## src/rtl/alu_serial_tx.sv

```systemverilog
// Serial-frame transmitter for the ALU `sin` line: 8 data frames plus one CRC4 command frame per request.
// Optional ALU_TX_FRAME_GAP_EN inserts one idle bit-time between consecutive frames.
module alu_serial_tx #(
    parameter int BIT_CYCLES = 1
) (
    input  logic        clk,
    input  logic        rst,
    input  logic        req_valid,
    output logic        req_ready,
    input  logic [31:0] a,
    input  logic [31:0] b,
    input  logic [2:0]  op,
    input  logic [1:0]  err_mode,
    output logic        sin,
    output logic        busy,
    output logic        done
);

    typedef enum logic [1:0] {IDLE, LOAD, SHIFT, DONE} state_t;

    localparam logic [7:0] BIT_LAST   = 8'(BIT_CYCLES - 1);
    localparam logic [3:0] LAST_BIT   = 4'd10;
    localparam logic [3:0] FRAME_CMD  = 4'd8;
    localparam logic [3:0] FRAME_SKIP = 4'd6;

    state_t      state_r;
    logic [31:0] a_r;
    logic [31:0] b_r;
    logic [2:0]  op_r;
    logic [1:0]  err_r;
    logic [2:0]  op_tx_r;
    logic [3:0]  crc_r;
    logic [10:0] shreg_r;
    logic [7:0]  bit_cnt_r;
    logic [3:0]  bit_idx_r;
    logic [3:0]  frame_r;

    logic [2:0]  op_sel_s;
    logic [3:0]  crc_s;
    logic [3:0]  next_frame_s;
    logic [10:0] next_word_s;
    logic        last_frame_s;
    logic        gap_active_s;

    // CRC4, polynomial x^4+x+1, initial 0, MSB first
    function automatic logic [3:0] crc4(input logic [67:0] v);
        logic [3:0] c;
        logic       fb;
        c = 4'b0000;
        for (int i = 67; i >= 0; i--) begin
            fb = c[3] ^ v[i];
            c  = {c[2:0], 1'b0} ^ (fb ? 4'b0011 : 4'b0000);
        end
        return c;
    endfunction

    function automatic logic [10:0] make_frame(input logic is_cmd, input logic [7:0] payload);
        return {1'b0, is_cmd, payload, 1'b1};
    endfunction

    // Error-mode adjustments, CRC and selection of the frame that follows the current one
    always_comb begin
        op_sel_s = (err_r == 2'b11) ? 3'b010 : op_r;
        crc_s    = crc4({b_r, a_r, 1'b1, op_sel_s}) ^ ((err_r == 2'b10) ? 4'b0001 : 4'b0000);
        last_frame_s = (frame_r == FRAME_CMD);
        if (err_r == 2'b01 && frame_r == FRAME_SKIP) begin
            next_frame_s = FRAME_CMD;
        end else begin
            next_frame_s = frame_r + 4'd1;
        end
        case (next_frame_s)
            4'd0:    next_word_s = make_frame(1'b0, b_r[31:24]);
            4'd1:    next_word_s = make_frame(1'b0, b_r[23:16]);
            4'd2:    next_word_s = make_frame(1'b0, b_r[15:8]);
            4'd3:    next_word_s = make_frame(1'b0, b_r[7:0]);
            4'd4:    next_word_s = make_frame(1'b0, a_r[31:24]);
            4'd5:    next_word_s = make_frame(1'b0, a_r[23:16]);
            4'd6:    next_word_s = make_frame(1'b0, a_r[15:8]);
            4'd7:    next_word_s = make_frame(1'b0, a_r[7:0]);
            default: next_word_s = make_frame(1'b1, {1'b0, op_tx_r, crc_r});
        endcase
    end

`ifdef ALU_TX_FRAME_GAP_EN
    logic gap_r;
    assign gap_active_s = gap_r;

    // Gap flag: armed when a frame finishes and another follows, cleared after one bit-time
    always_ff @(posedge clk) begin
        if (rst) begin
            gap_r <= 1'b0;
        end else if (state_r == SHIFT && bit_cnt_r == BIT_LAST) begin
            if (gap_r) begin
                gap_r <= 1'b0;
            end else begin
                gap_r <= (bit_idx_r == LAST_BIT) && !last_frame_s;
            end
        end else if (state_r != SHIFT) begin
            gap_r <= 1'b0;
        end else begin
            gap_r <= gap_r;
        end
    end
`else
    assign gap_active_s = 1'b0;
`endif

    // Main FSM; sin is registered so each bit appears one cycle after its shift-register slot
    always_ff @(posedge clk) begin
        if (rst) begin
            state_r   <= IDLE;
            req_ready <= 1'b1;
            busy      <= 1'b0;
            done      <= 1'b0;
            sin       <= 1'b1;
            a_r       <= 32'd0;
            b_r       <= 32'd0;
            op_r      <= 3'd0;
            err_r     <= 2'd0;
            op_tx_r   <= 3'd0;
            crc_r     <= 4'd0;
            shreg_r   <= 11'h7FF;
            bit_cnt_r <= 8'd0;
            bit_idx_r <= 4'd0;
            frame_r   <= 4'd0;
        end else begin
            case (state_r)
                IDLE: begin
                    done <= 1'b0;
                    sin  <= 1'b1;
                    if (req_valid && req_ready) begin
                        a_r       <= a;
                        b_r       <= b;
                        op_r      <= op;
                        err_r     <= err_mode;
                        req_ready <= 1'b0;
                        busy      <= 1'b1;
                        state_r   <= LOAD;
                    end else begin
                        req_ready <= 1'b1;
                        busy      <= 1'b0;
                    end
                end
                LOAD: begin
                    op_tx_r   <= op_sel_s;
                    crc_r     <= crc_s;
                    shreg_r   <= make_frame(1'b0, b_r[31:24]);
                    frame_r   <= 4'd0;
                    bit_cnt_r <= 8'd0;
                    bit_idx_r <= 4'd0;
                    sin       <= 1'b1;
                    state_r   <= SHIFT;
                end
                SHIFT: begin
                    sin <= gap_active_s ? 1'b1 : shreg_r[10];
                    if (bit_cnt_r == BIT_LAST) begin
                        bit_cnt_r <= 8'd0;
                        if (gap_active_s) begin
                            bit_idx_r <= 4'd0;
                        end else if (bit_idx_r == LAST_BIT) begin
                            bit_idx_r <= 4'd0;
                            if (last_frame_s) begin
                                state_r <= DONE;
                            end else begin
                                frame_r <= next_frame_s;
                                shreg_r <= next_word_s;
                            end
                        end else begin
                            bit_idx_r <= bit_idx_r + 4'd1;
                            shreg_r   <= {shreg_r[9:0], 1'b1};
                        end
                    end else begin
                        bit_cnt_r <= bit_cnt_r + 8'd1;
                    end
                end
                DONE: begin
                    done    <= 1'b1;
                    busy    <= 1'b0;
                    sin     <= 1'b1;
                    frame_r <= 4'd0;
                    state_r <= IDLE;
                end
                default: begin
                    state_r <= IDLE;
                end
            endcase
        end
    end

endmodule

```

## config.mk

```make
export PLATFORM = sky130hd
export DESIGN_NAME = alu_serial_tx
export DESIGN_NICKNAME = d
export VERILOG_FILES = /design/src/rtl/alu_serial_tx.sv
export SDC_FILE = /design/constraint.sdc
export NUM_CORES = 1
export LEC_CHECK = 0
export CAP_MARGIN = 40
export CORE_AREA = 2 2 104 106
export CTS_CLUSTER_SIZE = 25
export DETAILED_ROUTE_END_ITERATION = 8
export DIE_AREA = 0 0 106 108
export HOLD_SLACK_MARGIN = 0.1
export PLACE_DENSITY = 0.81
export SETUP_SLACK_MARGIN = 0.3
export SLEW_MARGIN = 10
export SYNTH_ARGS = -nofsm -noshare
export SYNTH_HDL_FRONTEND = slang
export SYNTH_SLANG_ARGS = --single-unit
```

## constraint.sdc

```tcl
create_clock -name clk -period 5.4 [get_ports clk]
set_input_delay 1.08 -clock clk [delete_from_list [all_inputs] [get_ports clk]]
set_output_delay 1.08 -clock clk [all_outputs]
set_load 0.02 [all_outputs]
```

# After elaboration in Yosys (flattened, before gate mapping)
# Cells that the tools add are included.
# W data, S select, Z words.
# word_totals
ff_bits	109
inputBits	72
word_cells	284
# classes
add_sub_neg	3
n_eq_ne	22
muxes	95
bitwise	134
n_reduce_logical	15
# ops
op	n
$xor A4 B2 Y4	66
$mux W2	72
$pmux W10 S8	1
$xor A1 B1 Y1	64
$mux W11	3
$mux W4	6
$pmux W11 S2	1
$eq A4 B3 Y1 const B	5
$pmux W4 S2	2
$pmux W8 S2	1
$ne A2 B2 Y1 const B	5
$add A4 B1 Y4 const B	2
$add A8 B1 Y8 const B	1
$eq A2 B2 Y1 const B	4
$eq A4 B2 Y1 const B	2
$eq A4 B4 Y1 const B	2
$logic_not A8 Y1	1
$mux W8	1
$pmux W2 S4	1
$reduce_and A4 Y1	2
$pmux W1 S2	3
$reduce_bool A2 Y1	3
$eq A2 B1 Y1 const B	2
$eq A4 B1 Y1 const B	1
other kinds (13)	18

# Depth between registers and ports, before layout
# depth
word_depth	199
depth_mapped	11

# Worst setup path before layout
# Ideal clock, no wire load.
# synth_path
path_type	reg2reg
from	register b_r[26]
to	register crc_r[0]
setup_ns	0.095
t_arrival_ns	3.042
required_time_ns	5.305
path_slack_ns	2.263
path_stages_with_launch	9
n_path_buf	0
path_cell_list	dfxtp_1 -> xnor2_2 -> xnor3_2 -> xor2_2 -> xnor3_1 -> xnor3_2 -> xnor3_1 -> or4b_1 -> o311ai_1
# synth_via
elab_chain_cells	106
# synth_lines
item	line	text
start: declaration	28	logic [31:0] b_r;
start signal: assignment	117	b_r <= 32'd0;
start signal: assignment	133	b_r <= b;
$xor A1 B1 Y1 (*)	51	fb = c[3] ^ v[i];
$mux W2 (*)	52	c = {c[2:0], 1'b0} ^ (fb ? 4'b0011 : 4'b0000);
$xor A4 B2 Y4 (*) (3 in series)	52	
$xor A1 B1 Y1 / $xor A4 B2 Y4 (equally long branches)	51, 52	
$mux W2 / $xor A1 B1 Y1 (equally long branches)	52, 51	
$xor A4 B2 Y4 (*) (3 in series)	52	
$xor A1 B1 Y1 / $xor A4 B2 Y4 (equally long branches)	51, 52	
$mux W2 / $xor A1 B1 Y1 (equally long branches)	52, 51	
[80 not listed]	--	
$xor A4 B2 Y4 (*) (4 in series)	52	
$xor A1 B1 Y1	51	
$mux W2	52	
$xor A4 B2 Y4 (*) (4 in series)	52	
$xor A1 B1 Y1 (*)	51	
$mux W2 (*)	52	
$xor A4 B2 Y4 (*)	52	
$xor A4 B1 Y4 (*)	64	crc_s = crc4({b_r, a_r, 1'b1, op_sel_s}) ^ ((err_r == 2'b10) ? 4'b0001 : 4'b0000);
end signal: assignment	146	crc_r <= crc_s;
end: declaration	32	logic [3:0] crc_r;
# Mark *: on every way between the ends. The rest lies on a longest branch, timed or not.
# A chain may end at the register's enable or synchronous reset.

# Final worst setup path
# layout_path
from	register b_r[29]
to	register crc_r[0]
# layout_via
elab_chain_cells	111
# layout_lines
item	line
$xor A1 B1 Y1 (*)	51
$mux W2 (*)	52
$xor A4 B2 Y4 (*) (3 in series)	52
$xor A1 B1 Y1 / $xor A4 B2 Y4 (equally long branches)	51, 52
$mux W2 / $xor A1 B1 Y1 (equally long branches)	52, 51
$xor A4 B2 Y4 (*) (3 in series)	52
$xor A1 B1 Y1 / $xor A4 B2 Y4 (equally long branches)	51, 52
$mux W2 / $xor A1 B1 Y1 (equally long branches)	52, 51
[85 not listed]	--
$xor A4 B2 Y4 (*) (4 in series)	52
$xor A1 B1 Y1	51
$mux W2	52
$xor A4 B2 Y4 (*) (4 in series)	52
$xor A1 B1 Y1 (*)	51
$mux W2 (*)	52
$xor A4 B2 Y4 (*)	52
$xor A4 B1 Y4 (*)	64
# Marks and branches as above.

==> qor.yml <==
outcome:
  outcome: "finished clean"
sta:
  finClkSkew_ns: 0.01199
  final_hold_viol_count: 0
  finalCritPeriodShare: 0.6258
  tightest_slew_ns: 0.9265
  min_period_ns: 3.380
  maxSlewViolCount: 0
  rsz0062_at_grt: "false"
  setup_tns_ns: 0
  setup_viol: 0
  relSlewSlack: 0.3811
  whs_ns: 0.4609
  fmax_ghz: 0.2959
die:
  die_h_um: 108
  dieArea_um2: 11450
  rows: 37
  core_um2: 10230
  io_pins: 76
  die_w_um: 106
  start_util: 0.5908
clock_tree:
  postCtsSetupBuffers: 0
  cts_resized: 0
  numCtsBuffers: 9
  insertion_delay_ns: 0.40
  cts_hold_buffers: 0
  htreeDepth: 3
  cts_sinks: 108
  cts.path.max_buffers: 2
  cts_tree: "done"
  clock_tree.root_cell: "clkbuf_8"
  clk_pin_slew_ns: 0.11
route:
  drc: 0
  wl_per_cell_um: 18.06
  antenna_left: 0
  drtIter0Drc: 408
  drt-total-wl_um: 16510
  drt_pass1_iterations: 6
  routed_via_density: 5.841
  vias: 5339
synthesis:
  yosys_register_bits: 108
  syn-cell-area_um2: 6045
  synth_area_leaders: "dfxtp_1 (36%), xnor2_1 (12%), nand2_1 (11%), a21oi_1 (6.7%), xnor3_1 (4.8%)"
  synth-async-reset-ratio: 0
  synthesis.instances: 724
  synth_most_common_cell: "nand2_1"
  seq_area_frac_synth: 0.3577
  synth_ff_type: "dfxtp_1"
  synth_fp_nets: 810
  ys_warn_count: 0
  synth_common_cells: "nand2_1 (172), dfxtp_1 (108), xnor2_1 (83)"
  avgSynthCellArea_um2: 8.349
  synth_edf_count: 0
  synth_top_area_frac: 0.3577
  yosysTopAreaCell: "dfxtp_1"
  synth_cell_types: 51
layout:
  finalNonFillerCells: 914
  final_nets: 859
  syn2layout_area_growth_pct: 16.54
  fillers: 853
  antenna_cells: 0
  layout-drive-gt1-share: 0.04627
critical_path:
  crit_type: "flop to flop"
  rrSetupSlack_ns: 2.02
  crit_required_ns: 5.71
  critPathCaptureType: "flop"
  cp_max_fo: 5
  cp.arrival_ns: 3.69
  startpoint_type: "flop"
placement:
  placed_cells: 898
  portBuffers: 75
  dp_hpwl_um: 12640
  gp_congestion: 0.9778
global_routing:
  antenna_found_initial: 0
  grt_pass1_vias: 5099
  grt_usage: 0.2987
  grt_remaining_overflow: 0
  grt_max_degree: 71
  grt_pass1_wl_um: 26160
min_path:
  hp-class: "flop to flop"
run:
  drv_cap: 0
-- placed cells by master, fill, tap and decap left out, types with 4 or more instances in the layout --
cell             Yosys  layout
a32oi_1              5       5
nand2_1            172     172
nand4_1              9       9
buf_4                0       5
clkdlybuf4s50_1      0      74
a22oi_1              8       8
ha_1                14      14
a22o_1               7       7
and3_1               6       5
clkbuf_8             0      10
dfxtp_1            108     108
a211o_1              6       6
a21oi_1             81      81
o21ai_0             11      11
nand2b_1             7       7
inv_1                9       9
mux2i_1              4       4
xnor3_1             13      13
xnor2_1             83      83
a222oi_1             9       9
a211oi_1             5       5
nor2_1              36      36
nor3_1               4       4
xor2_1              22      22
nor2b_1             10      10
nand3_1             10       9
a31oi_1              9       9
-- routing by layer --
layer,wire length (µm),track usage,up-vias
met5,0,0,-
met4,617,0.1382,0
met3,916,0.05425,37
met2,7979,0.5069,190
met1,6991,0.3716,2555
li1,-,-,2557
-- state kept, by name, indices dropped and copies added, names as in the netlist --
name / cells
bit_idx_r: 4
shreg_r: 10
err_r: 2
done: 1
state_r: 2
req_ready: 1
frame_r: 4
a_r: 32
bit_cnt_r: 8
crc_r: 4
b_r: 32
sin: 1
busy: 1
op_tx_r: 3
op_r: 3
-- through the flow --
stage,setup WS (ns),area (µm²),utilization
after floorplan,2.263,6045,-
after global placement,2.139,6835,0.6681
after detailed placement,2.053,6858,0.6703
after CTS,2.012,7044,0.6885
after global routing,1.862,7044,0.6885
final,2.020,7044,0.6885
-- critical path, stage by stage (launching register included) --
cell and delay (ns):
dfxtp_1 0.41, xnor2_2 0.32, xnor3_2 0.42, xor2_2 0.22, xnor3_1 0.46, xnor3_2 0.44, xnor3_1 0.40, or4b_1 0.52
o311ai_1 0.10
-- cell families after synthesis --
family	Yosys count	share of synthesized area
and+or+nand+nor	266	0.1896
AOI/OAI and AO/OA	154	0.1598
xor gates and xnor gates	125	0.2231
DFF	108	0.3577
buffers and inverters	52	0.03229
adders and majority gates	14	0.02898
muxes	5	0.008487
-- cell type report --
type | instances | area (µm²) | area share
flip-flops and latches | 108 | 2162 | 0.3069
repair buffers | 81 | 798.3 | 0.1133
multi-input cells | 564 | 3694 | 0.5243
clock inverters | 6 | 48.80 | 0.006927
well taps | 136 | 170.2 | 0.02416
inverters | 9 | 33.78 | 0.004796
clock buffers | 10 | 137.6 | 0.01954
-- path summary, 6_finish.rpt --
kind,startpoint,to,cells after the start
worst max-delay path,b_r[29],crc_r[0],8
worst max register to register,b_r[29],crc_r[0],8
worst min-delay path,op_r[2],op_r[2],2
worst min register to register,op_r[2],op_r[2],2
Power is left out: the tool's default activity adds up to more than one toggle a clock period on the data nets, which glitch-free logic cannot reach.
